==> src/rtl/m_inter_tx_arbiter.sv <==
// Packet-level round-robin merge of the R and B response streams into one registered TX stream.
// Optional per-source packet counters and a stall counter are enabled with M_INTER_TX_ARB_STATS_EN.
module m_inter_tx_arbiter #(
  parameter int DATA_WIDTH = 16
) (
  input  logic                    clk,
  input  logic                    reset,
  input  logic [DATA_WIDTH*8-1:0] r_channel,
  input  logic [DATA_WIDTH-1:0]   r_channel_keep,
  input  logic                    r_channel_last,
  input  logic [3:0]              r_channel_connection_id,
  input  logic [12:0]             r_channel_byte_num,
  input  logic                    r_channel_valid,
  output logic                    r_channel_ready,
  input  logic [DATA_WIDTH*8-1:0] b_channel,
  input  logic [DATA_WIDTH-1:0]   b_channel_keep,
  input  logic                    b_channel_last,
  input  logic [3:0]              b_channel_connection_id,
  input  logic [12:0]             b_channel_byte_num,
  input  logic                    b_channel_valid,
  output logic                    b_channel_ready,
  output logic [DATA_WIDTH*8-1:0] tx_data,
  output logic [DATA_WIDTH-1:0]   tx_keep,
  output logic                    tx_last,
  output logic [3:0]              tx_connection_id,
  output logic [12:0]             tx_byte_num,
  output logic                    tx_src,
  output logic                    tx_valid,
  input  logic                    tx_ready
`ifdef M_INTER_TX_ARB_STATS_EN
  ,
  output logic [31:0]             r_pkt_cnt,
  output logic [31:0]             b_pkt_cnt,
  output logic [31:0]             stall_cnt
`endif
);

  typedef enum logic [1:0] {IDLE, R_BUSY, B_BUSY} state_t;

  state_t state;
  logic   last_grant;
  logic   load;
  logic   grant_r;
  logic   grant_b;
  logic   accept_r;
  logic   accept_b;

  // Grant is decided in the same cycle the first beat is presented, so no bubble is spent arbitrating.
  always_comb begin
    grant_r = 1'b0;
    grant_b = 1'b0;
    case (state)
      IDLE: begin
        if (r_channel_valid && b_channel_valid) begin
          grant_r = last_grant;
          grant_b = ~last_grant;
        end else begin
          grant_r = r_channel_valid;
          grant_b = b_channel_valid;
        end
      end
      R_BUSY:  grant_r = 1'b1;
      B_BUSY:  grant_b = 1'b1;
      default: begin
        grant_r = 1'b0;
        grant_b = 1'b0;
      end
    endcase
  end

  assign load            = ~tx_valid | tx_ready;
  assign r_channel_ready = load & grant_r & ~reset;
  assign b_channel_ready = load & grant_b & ~reset;
  assign accept_r        = r_channel_ready & r_channel_valid;
  assign accept_b        = b_channel_ready & b_channel_valid;

  always_ff @(posedge clk or posedge reset) begin
    if (reset) begin
      state            <= IDLE;
      last_grant       <= 1'b1;
      tx_valid         <= 1'b0;
      tx_data          <= '0;
      tx_keep          <= '0;
      tx_last          <= 1'b0;
      tx_connection_id <= '0;
      tx_byte_num      <= '0;
      tx_src           <= 1'b0;
    end else begin
      if (accept_r) begin
        tx_valid         <= 1'b1;
        tx_data          <= r_channel;
        tx_keep          <= r_channel_keep;
        tx_last          <= r_channel_last;
        tx_connection_id <= r_channel_connection_id;
        tx_byte_num      <= r_channel_byte_num;
        tx_src           <= 1'b0;
      end else if (accept_b) begin
        tx_valid         <= 1'b1;
        tx_data          <= b_channel;
        tx_keep          <= b_channel_keep;
        tx_last          <= b_channel_last;
        tx_connection_id <= b_channel_connection_id;
        tx_byte_num      <= b_channel_byte_num;
        tx_src           <= 1'b1;
      end else if (load) begin
        tx_valid <= 1'b0;
      end

      case (state)
        IDLE: begin
          if (accept_r) begin
            last_grant <= 1'b0;
            state      <= r_channel_last ? IDLE : R_BUSY;
          end else if (accept_b) begin
            last_grant <= 1'b1;
            state      <= b_channel_last ? IDLE : B_BUSY;
          end
        end
        R_BUSY: if (accept_r && r_channel_last) state <= IDLE;
        B_BUSY: if (accept_b && b_channel_last) state <= IDLE;
        default: state <= IDLE;
      endcase
    end
  end

`ifdef M_INTER_TX_ARB_STATS_EN
  // Packet counters wrap naturally; the stall counter saturates so long stalls stay visible.
  always_ff @(posedge clk or posedge reset) begin
    if (reset) begin
      r_pkt_cnt <= '0;
      b_pkt_cnt <= '0;
      stall_cnt <= '0;
    end else begin
      if (accept_r && r_channel_last) r_pkt_cnt <= r_pkt_cnt + 32'd1;
      if (accept_b && b_channel_last) b_pkt_cnt <= b_pkt_cnt + 32'd1;
      if (tx_valid && !tx_ready && (stall_cnt != 32'hFFFF_FFFF)) stall_cnt <= stall_cnt + 32'd1;
    end
  end
`endif

endmodule

==> config.mk <==
export PLATFORM = sky130hd
export DESIGN_NAME = m_inter_tx_arbiter
export DESIGN_NICKNAME = d
export VERILOG_FILES = /design/src/rtl/m_inter_tx_arbiter.sv
export SDC_FILE = /design/constraint.sdc
export NUM_CORES = 1
export LEC_CHECK = 0
export BUFFER_PORTS_ARGS = -buffer_cell sky130_fd_sc_hd__buf_2
export CAP_MARGIN = 10
export CORE_AREA = 2 2 194 196
export DETAILED_ROUTE_END_ITERATION = 8
export DIE_AREA = 0 0 196 198
export MAX_ROUTING_LAYER = met4
export PLACE_DENSITY = 0.52
export SYNTH_ARGS = -nofsm -noshare
export SYNTH_HDL_FRONTEND = slang
export SYNTH_SLANG_ARGS = --single-unit
==> constraint.sdc <==
create_clock -name clk -period 11.95 [get_ports clk]
set_input_delay 3.585 -clock clk [delete_from_list [all_inputs] [get_ports clk]]
set_output_delay 3.585 -clock clk [all_outputs]
set_load 0.05 [all_outputs]
Yosys cells after proc, flatten, opt, wreduce, memory -nomap -nowiden
Cells that the tools add are included.
{ "totals": {"ff_bits": 167, "wordCells": 58, "input_bits": 329} }
{ "op_classes": {"reduce_logical": 8, "muxes": 26, "n_eq_ne": 5, "bitwise_logic": 10} }
{ "ops": {"columns": ["operator", "count"], "rows": [
  ["128-bit two-way mux", 2],
  ["16-bit two-way mux", 2],
  ["13-bit two-way mux", 2],
  ["1-bit two-way mux", 10],
  ["2-bit two-way mux", 5],
  ["4-bit two-way mux", 2],
  ["1-bit bitwise AND", 6],
  ["2-bit case mux with 3 select lines", 1],
  ["2-bit inequality test (second input constant)", 2],
  ["1-bit case mux with 2 select lines", 2],
  ["1-bit logical AND", 3],
  ["3-bit inequality test (second input constant)", 1],
  ["1-bit inverter", 3],
  ["3-bit AND reduction", 1],
  ["3-bit nonzero test", 1],
  ["2-bit by 1-bit == test with 1-bit output (second input constant)", 1],
  ["2-bit == test (second input constant)", 1],
  ["2-bit logical NOT", 1],
  ["2-bit AND reduction", 1],
  ["2-bit nonzero test", 1],
  ["1-bit bitwise OR", 1]
]} }

Depth between registers and ports, before layout
Gate-level depths: netlist of the first run.
{ "depth": {"depth_word": 9, "depth_mapped": 7, "ltp_nobuf": 4} }

Worst setup path after synthesis of the first run
OpenSTA, ideal clock, no wires.
{ "synth_timing": {"path_type": "in2out", "startpoint": "input port reset", "endpoint": "output port b_channel_ready", "n_path_buf": 0, "setup_slack_ns": -0.503, "t_arrival_ns": 8.868, "required_time_ns": 8.365, "cell_stages": 3, "cell_sequence": "inv_1 nand2_1 nor3_1"} }
{ "synth_between": {"elab_chain_cells": 2} }
{ "synth_rtl": {"columns": ["item", "line_no", "source"], "rows": [
  ["from (decl)", "7", "input logic reset,"],
  ["1-bit inverter", "73", "assign b_channel_ready = load & grant_b & ~reset;"],
  ["1-bit bitwise AND", "73", null],
  ["to (decl)", "21", "output logic b_channel_ready,"]
]} }
Every way passes these cells.

Worst setup path in the final report of the first run
Same ends and word-level chain as after synthesis.

==> flow_summary_export.csv, run 1 <==
group,metric,value,unit
global_routing,grt_use_total,15.1,%
cts,clk_latency,0.43,ns
yosys,synthDominantAreaCellType,"dfrtp_1",
cts,post-cts-setup-buffers,0,
yosys,synthFlopType,"dfrtp_1",
floorplan,io-pin-count,495,
place,dp_worst_setup_slack,3.08,ns
cts,clk_root_buffer_cell,"clkbuf_16",
sta,final.setup.worst_slack,3.15,ns
cts,clock_tree.htree_level_count,4,
cts,cts_sinks,167,
drt,routed_wirelength,29400,um
yosys,synth-adder-area-share,0,%
worst_setup_path,rr_worst_depth,6,
yosys,synth_compound_area_share,22.6,%
cts,cts_tree,"done",
cts,cts_made_buffers,17,
floorplan,die_w,196,um
min_path,holdCritStartpoint,"tx_src",
min_path,hold_path_class,"flip-flop to flip-flop",
yosys,synth.area.top_cells,"dfrtp_1 (55%), a21oi_1 (22%), nand2_1 (8.4%)",
drt,antenna_violating_nets_post_route,0,
sta,setup_repair_after_global_routing_missed_its_margin,"no",
cells_and_area,fillers,4066,
sta,fmax,0.114,GHz
pwr,power-per-cell-area,281,mW/mm^2
drt,num_vias,8163,
sta,min_period,8.80,ns
pwr,design_power_total,3.06,mW
floorplan,fp.dieH,198,um
sta,skew,0.00858,ns
yosys,syn-instance-count,918,
floorplan,core.rowCount,71,
drt,route.detailed.drc,0,
pwr,cell_internal_pwr,1.44,mW
place,dp_hpwl,20700,um
floorplan,core_region_area,0.0370,mm^2
pwr,p_seq_share,30.3,%
sta,count_of_endpoints_failing_setup_in_the_final_report,0,
global_routing,grt_overflow_total,0,
pwr,combPwrFrac,52.5,%
yosys,synth_top_family_by_area,"compound AO/OA/AOI/OAI gates",
yosys,leading_cell_type_by_number_of_instances_after_synthesis,"a21oi_1",
worst_setup_path,r2r_start,"state[0]",
worst_setup_path,cp-start-kind,"input port",
pwr,total_net_switching_power,1.61,mW
yosys,synthArstFlopShare,100,%
sta,final_hold_viol_count,0,
yosys,post_synth_mux_area_share,0,%
cts,hold_buffers,0,
pwr,switching_share_of_power,52.8,%
pwr,p_leak,5.55,nW
yosys,synth-seq-area-share,55.8,%
cts,cts-root-to-sink-buffers,2,
yosys,synth_area_per_cell,8.16,um^2
min_path,hold-path-cell-count,1,
global_routing,grt_pass1_vias,8097,
sta,finalSetupTns,0,ns
cells_and_area,layout-area-overhead-vs-synth,45.4,%
cts,resized_cells_post_cts,0,
floorplan,initial_core_util,20.3,%
yosys,yosysWarningCount,0,
place,io_buffers,494,
min_path,hold_path_end,"tx_src",
yosys,netlist_top_cells_count,"a21oi_1 (329), nand2_1 (167), dfrtp_1 (166), nor2_1 (164), clkbuf_1 (36)",
cells_and_area,final_util,29.5,%
sta,normalized_max_slew_margin,28.8,%
run_status,status,"finished, final reports clean",
worst_setup_path,critical_path_required,8.37,ns
pwr,max-vdd-ir-drop,0.000114,V
flow_run,drv_cap,0,
worst_setup_path,criticalPathCategory,"input port to output port",
worst_setup_path,end_kind,"output port",
yosys,number_of_flops_mapped_to_enable_cells_by_yosys,0,
global_routing,grt_first_pass_wirelength,44400,um
sta,finalMaxSlewViolations,0,
cells_and_area,num-nets-final,1697,
yosys,synth_simple_gate_area_share,17.7,%
worst_setup_path,critical_path_arrival,5.21,ns
yosys,synth.cell_area,0.00749,mm^2
drt,drt-wirelength-per-cell,15.8,um
drt,drt-initial-drc-count,250,
worst_setup_path,r2r_slack,8.86,ns
cts,clk_transition_reported_paths,0.06,ns
cells_and_area,drive_above_1_share,38.5,%
drt,routed_via_density,4.40,
global_routing,grt_start_max_net_pins,87,
pwr,clock_network_fraction_of_design_power,17.2,%
sta,final.period_utilization,73.6,%
worst_setup_path,timing.rr.end,"tx_data[11]",
yosys,synth_fp_nets,1247,
yosys,postSynthRegisterBits,167,
yosys,synthXorXnorAreaFrac,0,%
place,gp_congestion,0.833,
sta,tightest_slew,1.07,ns
yosys,synth_top_area_share,55.4,%
drt,drt-pass1-iter-count,5,
worst_setup_path,path_max_fanout,38,
floorplan,fp.dieArea,0.0388,mm^2
global_routing,number_of_antenna_violations_at_the_first_check_in_global_routing,2,
yosys,yosysUniqueCellTypes,22,
[how the worst max path moves through the flow]
stage,from,cells after the start,end
after global placement,reset,5,b_channel_ready
after floorplan,reset,3,b_channel_ready
final,reset,5,b_channel_ready
after detailed placement,reset,5,b_channel_ready
after global routing,reset,5,b_channel_ready
after CTS,reset,5,b_channel_ready
[kinds of logic after synthesis]
group	Yosys count
AO/OA/AOI/OAI	335
buffers and inverters	72
flip-flops	167
AND/OR/NAND/NOR	344
[critical path, cell delays in order]
cell        delay, ns
buf_2            0.18
clkinvlp_4       0.69
nand2_1          0.44
nor3_1           0.09
buf_2            0.22
[cell type report]
class | count | area (um^2) | area share [%]
diodes | 2 | 5.00 | 0.0459
well taps | 474 | 593 | 5.44
flip-flops and latches | 167 | 4180 | 38.4
clock buffers | 25 | 465 | 4.27
multi-input cells | 679 | 3040 | 27.9
repair buffers | 502 | 2530 | 23.2
inverters | 1 | 7.51 | 0.0689
clock inverters | 7 | 73.8 | 0.678
[layout by cell type, fill, tap and decap left out, types with 2 or more instances in the layout]
cell	count
a21oi_1	329
buf_2	494
buf_4	8
clkbuf_1	7
clkbuf_16	17
clkinv_2	2
clkinv_4	3
clkinvlp_4	2
dfrtp_1	166
diode_2	2
nand2_1	167
nand2b_1	5
nor2_1	164
nor3_1	2
o21ai_0	2
[power by group through the flow]
| stage | Combinational, mW | Sequential [mW] | Clock [mW] |
|---|---|---|---|
| 4_1_cts | 1.63 | 0.927 | 0.551 |
| 3_3_place_gp | 1.62 | 0.930 | 0 |
| 5_1_grt | 1.71 | 0.956 | 0.574 |
| 2_1_floorplan | 0.372 | 1.73 | 0 |
| 3_5_place_dp | 1.63 | 0.932 | 0 |
| 6_report | 1.61 | 0.926 | 0.527 |
[state kept, by name, summed over array words and instances, names as in the netlist, 2 cells and up]
register / cells
tx_keep: 16
tx_data: 128
tx_byte_num: 13
state: 2
tx_connection_id: 4
[per-layer routing]
layer	GRT usage, %	share of wire [%]
met3	3.63	6.9
met1	18.4	42
met2	24.7	49
met4	4.97	1.6
met5	-	0
[stage by stage]
stage	std cells	cell area, um^2	hold WS [ns]
2_1_floorplan	918	7500	0.479
3_3_place_gp	1823	10300	0.476
4_1_cts	1855	10900	0.524
5_1_grt	1857	10900	0.540
6_report	1857	10900	0.509
3_5_place_dp	1823	10300	0.509
Power figures use the tool's default switching activity.
==> run 2: changes to the inputs <==
Clock period 11.95 ns to 8.5 ns, I/O delays scaled along.
==> flow_summary_export.csv, run 2 (same netlist as run 1, synthesis figures left out) <==
group,metric,value,unit
sta,final.period_utilization,70.3,%
drt,routed_via_density,4.43,
global_routing,grt_pass1_vias,8120,
sta,min_period,5.98,ns
worst_setup_path,timing.critical_path.mode_cell,"buf_2",
cts,clk_root_buffer_cell,"clkbuf_16",
pwr,power-per-cell-area,397,mW/mm^2
drt,drt-pass1-iter-count,5,
pwr,design_power_total,4.36,mW
worst_setup_path,delay_contributed_by_the_slowest_stage_of_the_critical_path,0.29,ns
drt,routed_wirelength,29200,um
cells_and_area,layout_top_registers,"tx_data: 128 flops, tx_keep: 16 flops, tx_byte_num: 13 flops",
sta,finalMaxSlewViolations,0,
cells_and_area,fillers,4017,
place,dp_hpwl,20900,um
drt,drt-wirelength-per-cell,15.7,um
sta,finalSetupTns,0,ns
floorplan,initial_core_util,20.3,%
cells_and_area,layout.cells.most_common,"buf_2",
min_path,hold-path-cell-count,1,
floorplan,io-pin-count,495,
worst_setup_path,rr_worst_depth,5,
worst_setup_path,path_max_fanout,5,
cells_and_area,final-seq-area,0.00418,mm^2
global_routing,number_of_antenna_violations_at_the_first_check_in_global_routing,2,
place,io_buffers,494,
cells_and_area,num-nets-final,1701,
global_routing,grt_use_total,15.0,%
cts,hold_buffers,0,
place,gp_congestion,0.848,
drt,num_vias,8235,
sta,setup_repair_after_global_routing_missed_its_margin,"no",
worst_setup_path,critical_path_arrival,3.43,ns
cts,cts_tree,"done",
floorplan,core.rowCount,71,
cts,clock_tree.htree_level_count,4,
global_routing,grt_overflow_total,0,
sta,fmax,0.167,GHz
worst_setup_path,cp-start-kind,"input port",
cells_and_area,layout_common_cells,"buf_2 (494), a21oi_1 (329), nand2_1 (167)",
sta,tightest_slew,0.966,ns
floorplan,core_region_area,0.0370,mm^2
cts,clk_latency,0.44,ns
place,dp_worst_setup_slack,2.53,ns
cells_and_area,multi_input_area,0.00304,mm^2
worst_setup_path,worstPathCellList,"buf_2, nand2b_1, nand2_1, nor3_1, buf_2",
run_status,status,"finished, final reports clean",
floorplan,fp.dieArea,0.0388,mm^2
worst_setup_path,criticalPathCategory,"input port to output port",
sta,final_hold_viol_count,0,
worst_setup_path,end_kind,"output port",
drt,antenna_violating_nets_post_route,0,
cts,resized_cells_post_cts,0,
cells_and_area,layout-area-overhead-vs-synth,46.6,%
worst_setup_path,critical_path_required,5.95,ns
worst_setup_path,r2r_slack,5.96,ns
cts,clk_transition_reported_paths,0.06,ns
min_path,hold_path_end,"tx_src",
sta,skew,0.00804,ns
sta,final.setup.worst_slack,2.52,ns
cts,cts_made_buffers,17,
global_routing,grt_first_pass_wirelength,44200,um
sta,normalized_max_slew_margin,35.6,%
cts,cts_sinks,167,
cts,post-cts-setup-buffers,0,
flow_run,drv_cap,0,
floorplan,die_w,196,um
worst_setup_path,cp_slowest_cell,"buf_2",
worst_setup_path,r2r_start,"tx_valid",
cells_and_area,largest_register_ffs,128,
pwr,max-vdd-ir-drop,0.000170,V
cells_and_area,max_flop_register,"tx_data",
min_path,hold_path_class,"flip-flop to flip-flop",
cts,cts-root-to-sink-buffers,2,
global_routing,grt_start_max_net_pins,82,
min_path,holdCritStartpoint,"tx_src",
sta,count_of_endpoints_failing_setup_in_the_final_report,0,
drt,drt-initial-drc-count,229,
floorplan,fp.dieH,198,um
worst_setup_path,timing.rr.end,"tx_data[27]",
drt,route.detailed.drc,0,
pwr,p_leak,5.60,nW
cells_and_area,drive_above_1_share,39.1,%
[run 2: critical path: cells and delay by family]
family,cells,cell delay [ns]
simple gates,3,0.50
buf+inv,2,0.38
[run 2: worst max-delay path by stage]
| stage | from | to | cells after the start |
|---|---|---|---|
| 6_report | tx_ready | b_channel_ready | 5 |
| 5_1_grt | tx_ready | b_channel_ready | 5 |
| 4_1_cts | tx_ready | b_channel_ready | 5 |
| 3_5_place_dp | tx_ready | b_channel_ready | 5 |
| 3_3_place_gp | tx_ready | b_channel_ready | 5 |
| 2_1_floorplan | reset | b_channel_ready | 3 |
[run 2: final cells by class]
type | count | share of cell area, %
timing repair buffer | 506 | 23.3
inverter | 1 | 0.0683
clock buffer | 22 | 4.41
tap | 474 | 5.40
sequential | 167 | 38.0
clock inverter | 9 | 1.05
antenna | 3 | 0.0683
multi-input combinational | 679 | 27.6
[run 2: metal layers]
metal	share of wire, %	vias up	routed length (um)	global-route usage, %
met5	0	-	0	-
met1	42	3830	12300	18.3
li1	-	3963	-	-
met3	7.6	40	2220	3.49
met2	48	402	14000	24.3
met4	2.5	0	731	5.95
[run 2: where the power goes]
group,total [mW],internal [mW],switching [mW]
Combinational,2.25,0.499,1.75
Sequential,1.30,1.12,0.181
Clock,0.811,0.465,0.345
Total,4.36,2.08,2.28
[run 2: per-stage QoR]
stage	instance area [um^2]	util, %	cells	hold WS, ns
floorplan	7500	-	918	0.479
global placement	10400	28.1	1827	0.475
detailed placement	10400	28.1	1827	0.483
CTS	11000	29.7	1858	0.498
global route	11000	29.7	1860	0.520
finish	11000	29.7	1861	0.496
==> run 3: changes to the inputs <==
Clock period 8.5 ns to 5.59 ns, I/O delays scaled along.
==> flow_summary_export.csv, run 3 (same netlist as run 1, synthesis figures left out) <==
group,metric,value,unit
worst_setup_path,timing.rr.end,"state[1]",
sta,count_of_endpoints_failing_setup_in_the_final_report,0,
floorplan,fp.dieH,198,um
place,post_dp_cell_area,0.0105,mm^2
drt,routed_wirelength,29400,um
cells_and_area,layout_common_cells,"buf_2 (494), a21oi_1 (329), nand2_1 (167)",
sta,final_hold_viol_count,0,
drt,drt-initial-drc-count,275,
floorplan,initial_core_util,20.3,%
worst_setup_path,criticalPathCategory,"input port to output port",
place,place.detailed.instances,1833,
global_routing,grt_pass1_vias,8182,
cts,cts-root-to-sink-buffers,2,
sta,tightest_slew,0.883,ns
worst_setup_path,delay_contributed_by_the_slowest_stage_of_the_critical_path,0.32,ns
cells_and_area,final_util,30.1,%
pwr,power-per-cell-area,605,mW/mm^2
global_routing,number_of_antenna_violations_at_the_first_check_in_global_routing,1,
worst_setup_path,cp-endpoint,"r_channel_ready",
cts,clk_latency,0.44,ns
cells_and_area,final-instance-count-excl-fill,1866,
worst_setup_path,cp-start-kind,"input port",
cts,clk_root_buffer_cell,"clkbuf_16",
sta,finalMaxSlewViolations,0,
cts,cts_tree,"done",
sta,setup_repair_after_global_routing_missed_its_margin,"no",
global_routing,grt_use_total,15.1,%
cells_and_area,largest_register_ffs,128,
sta,fmax,0.234,GHz
place,dp_hpwl,20800,um
worst_setup_path,r2r_slack,3.22,ns
cts,hold_buffers,0,
floorplan,core_region_area,0.0370,mm^2
cells_and_area,drive_above_1_share,39.4,%
sta,normalized_max_slew_margin,41.2,%
drt,drt-pass1-iter-count,4,
cts,cts_made_buffers,17,
flow_run,drv_cap,0,
cts,post-cts-setup-buffers,0,
run_status,status,"finished, final reports clean",
worst_setup_path,timing.critical_path.mode_cell,"buf_2",
sta,skew,0.0112,ns
min_path,hold_path_class,"flip-flop to flip-flop",
cells_and_area,finalInstanceArea,0.0111,mm^2
worst_setup_path,end_kind,"output port",
floorplan,die_w,196,um
place,gp_congestion,0.789,
drt,drt-wirelength-per-cell,15.7,um
floorplan,core.rowCount,71,
global_routing,grt_overflow_total,0,
worst_setup_path,path_max_fanout,5,
floorplan,io-pin-count,495,
cells_and_area,layout-area-overhead-vs-synth,48.6,%
worst_setup_path,cp_slowest_cell,"buf_2",
cts,clk_transition_reported_paths,0.07,ns
cells_and_area,num-nets-final,1707,
floorplan,fp.dieArea,0.0388,mm^2
cells_and_area,layout_top_registers,"tx_data: 128 flops, tx_keep: 16 flops, tx_byte_num: 13 flops",
worst_setup_path,crit_start,"tx_ready",
drt,antenna_violating_nets_post_route,0,
sta,final.period_utilization,76.5,%
worst_setup_path,r2r_start,"state[0]",
worst_setup_path,rr_worst_depth,5,
drt,route.detailed.drc,0,
worst_setup_path,worstPathCellList,"buf_2, nand2b_1, nand2_1, nor3_2, buf_2",
worst_setup_path,critical_path_arrival,2.60,ns
sta,min_period,4.27,ns
cts,cts_sinks,167,
cells_and_area,layout.cells.most_common,"buf_2",
pwr,design_power_total,6.73,mW
global_routing,grt_start_max_net_pins,164,
place,io_buffers,494,
sta,worst_hold_slack,0.494,ns
drt,routed_via_density,4.41,
cells_and_area,max_flop_register,"tx_data",
global_routing,grt_first_pass_wirelength,44500,um
worst_setup_path,critical_path_required,3.91,ns
drt,num_vias,8233,
pwr,max-vdd-ir-drop,0.000298,V
cts,clock_tree.htree_level_count,4,
cts,resized_cells_post_cts,0,
pwr,p_leak,5.68,nW
==> run 3: worst max-delay path: cells and delay by family <==
family / cells / cell delay (ns)
buffers and inverters: 2 / 0.40
AND/OR/NAND/NOR: 3 / 0.51
==> run 3: layout make-up <==
cell class	count	area [um^2]
inverter	1	7.51
clock buffer	22	464
tap	474	593
clock inverter	10	165
fill	4048	25800
antenna	1	2.50
timing repair buffer	512	2680
sequential	167	4180
multi-input combinational	679	3050
==> run 3: power breakdown <==
group | internal [mW] | total, mW | leakage, nW | switching [mW]
sequential | 1.70 | 1.98 | 1.84 | 0.274
combinational | 0.786 | 3.47 | 3.53 | 2.68
clock | 0.777 | 1.29 | 0.310 | 0.515
total | 3.27 | 6.73 | 5.68 | 3.47
==> run 3: worst min path at each step <==
stage                  start  endpoint  slack [ns]  cells after the start
floorplan           state[0]  state[1]        0.49                      1
global placement      tx_src    tx_src        0.48                      1
detailed placement    tx_src    tx_src        0.48                      1
CTS                   tx_src    tx_src        0.50                      1
global route          tx_src    tx_src        0.52                      1
finish                tx_src    tx_src        0.49                      1
==> run 3: per-stage QoR <==
step | setup TNS (ns) | setup WS (ns)
2_1_floorplan | -1.89 | -0.947
3_3_place_gp | 0 | 1.31
3_5_place_dp | 0 | 1.30
4_1_cts | 0 | 1.30
5_1_grt | 0 | 1.20
6_report | 0 | 1.32
==> run 3: routing by layer <==
metal	wire [um]	up-vias	GRT usage [%]
met5	0	-	-
met4	657	0	5.78
met3	2410	35	4.22
met2	13700	406	23.8
met1	12600	3814	18.5
li1	-	3978	-
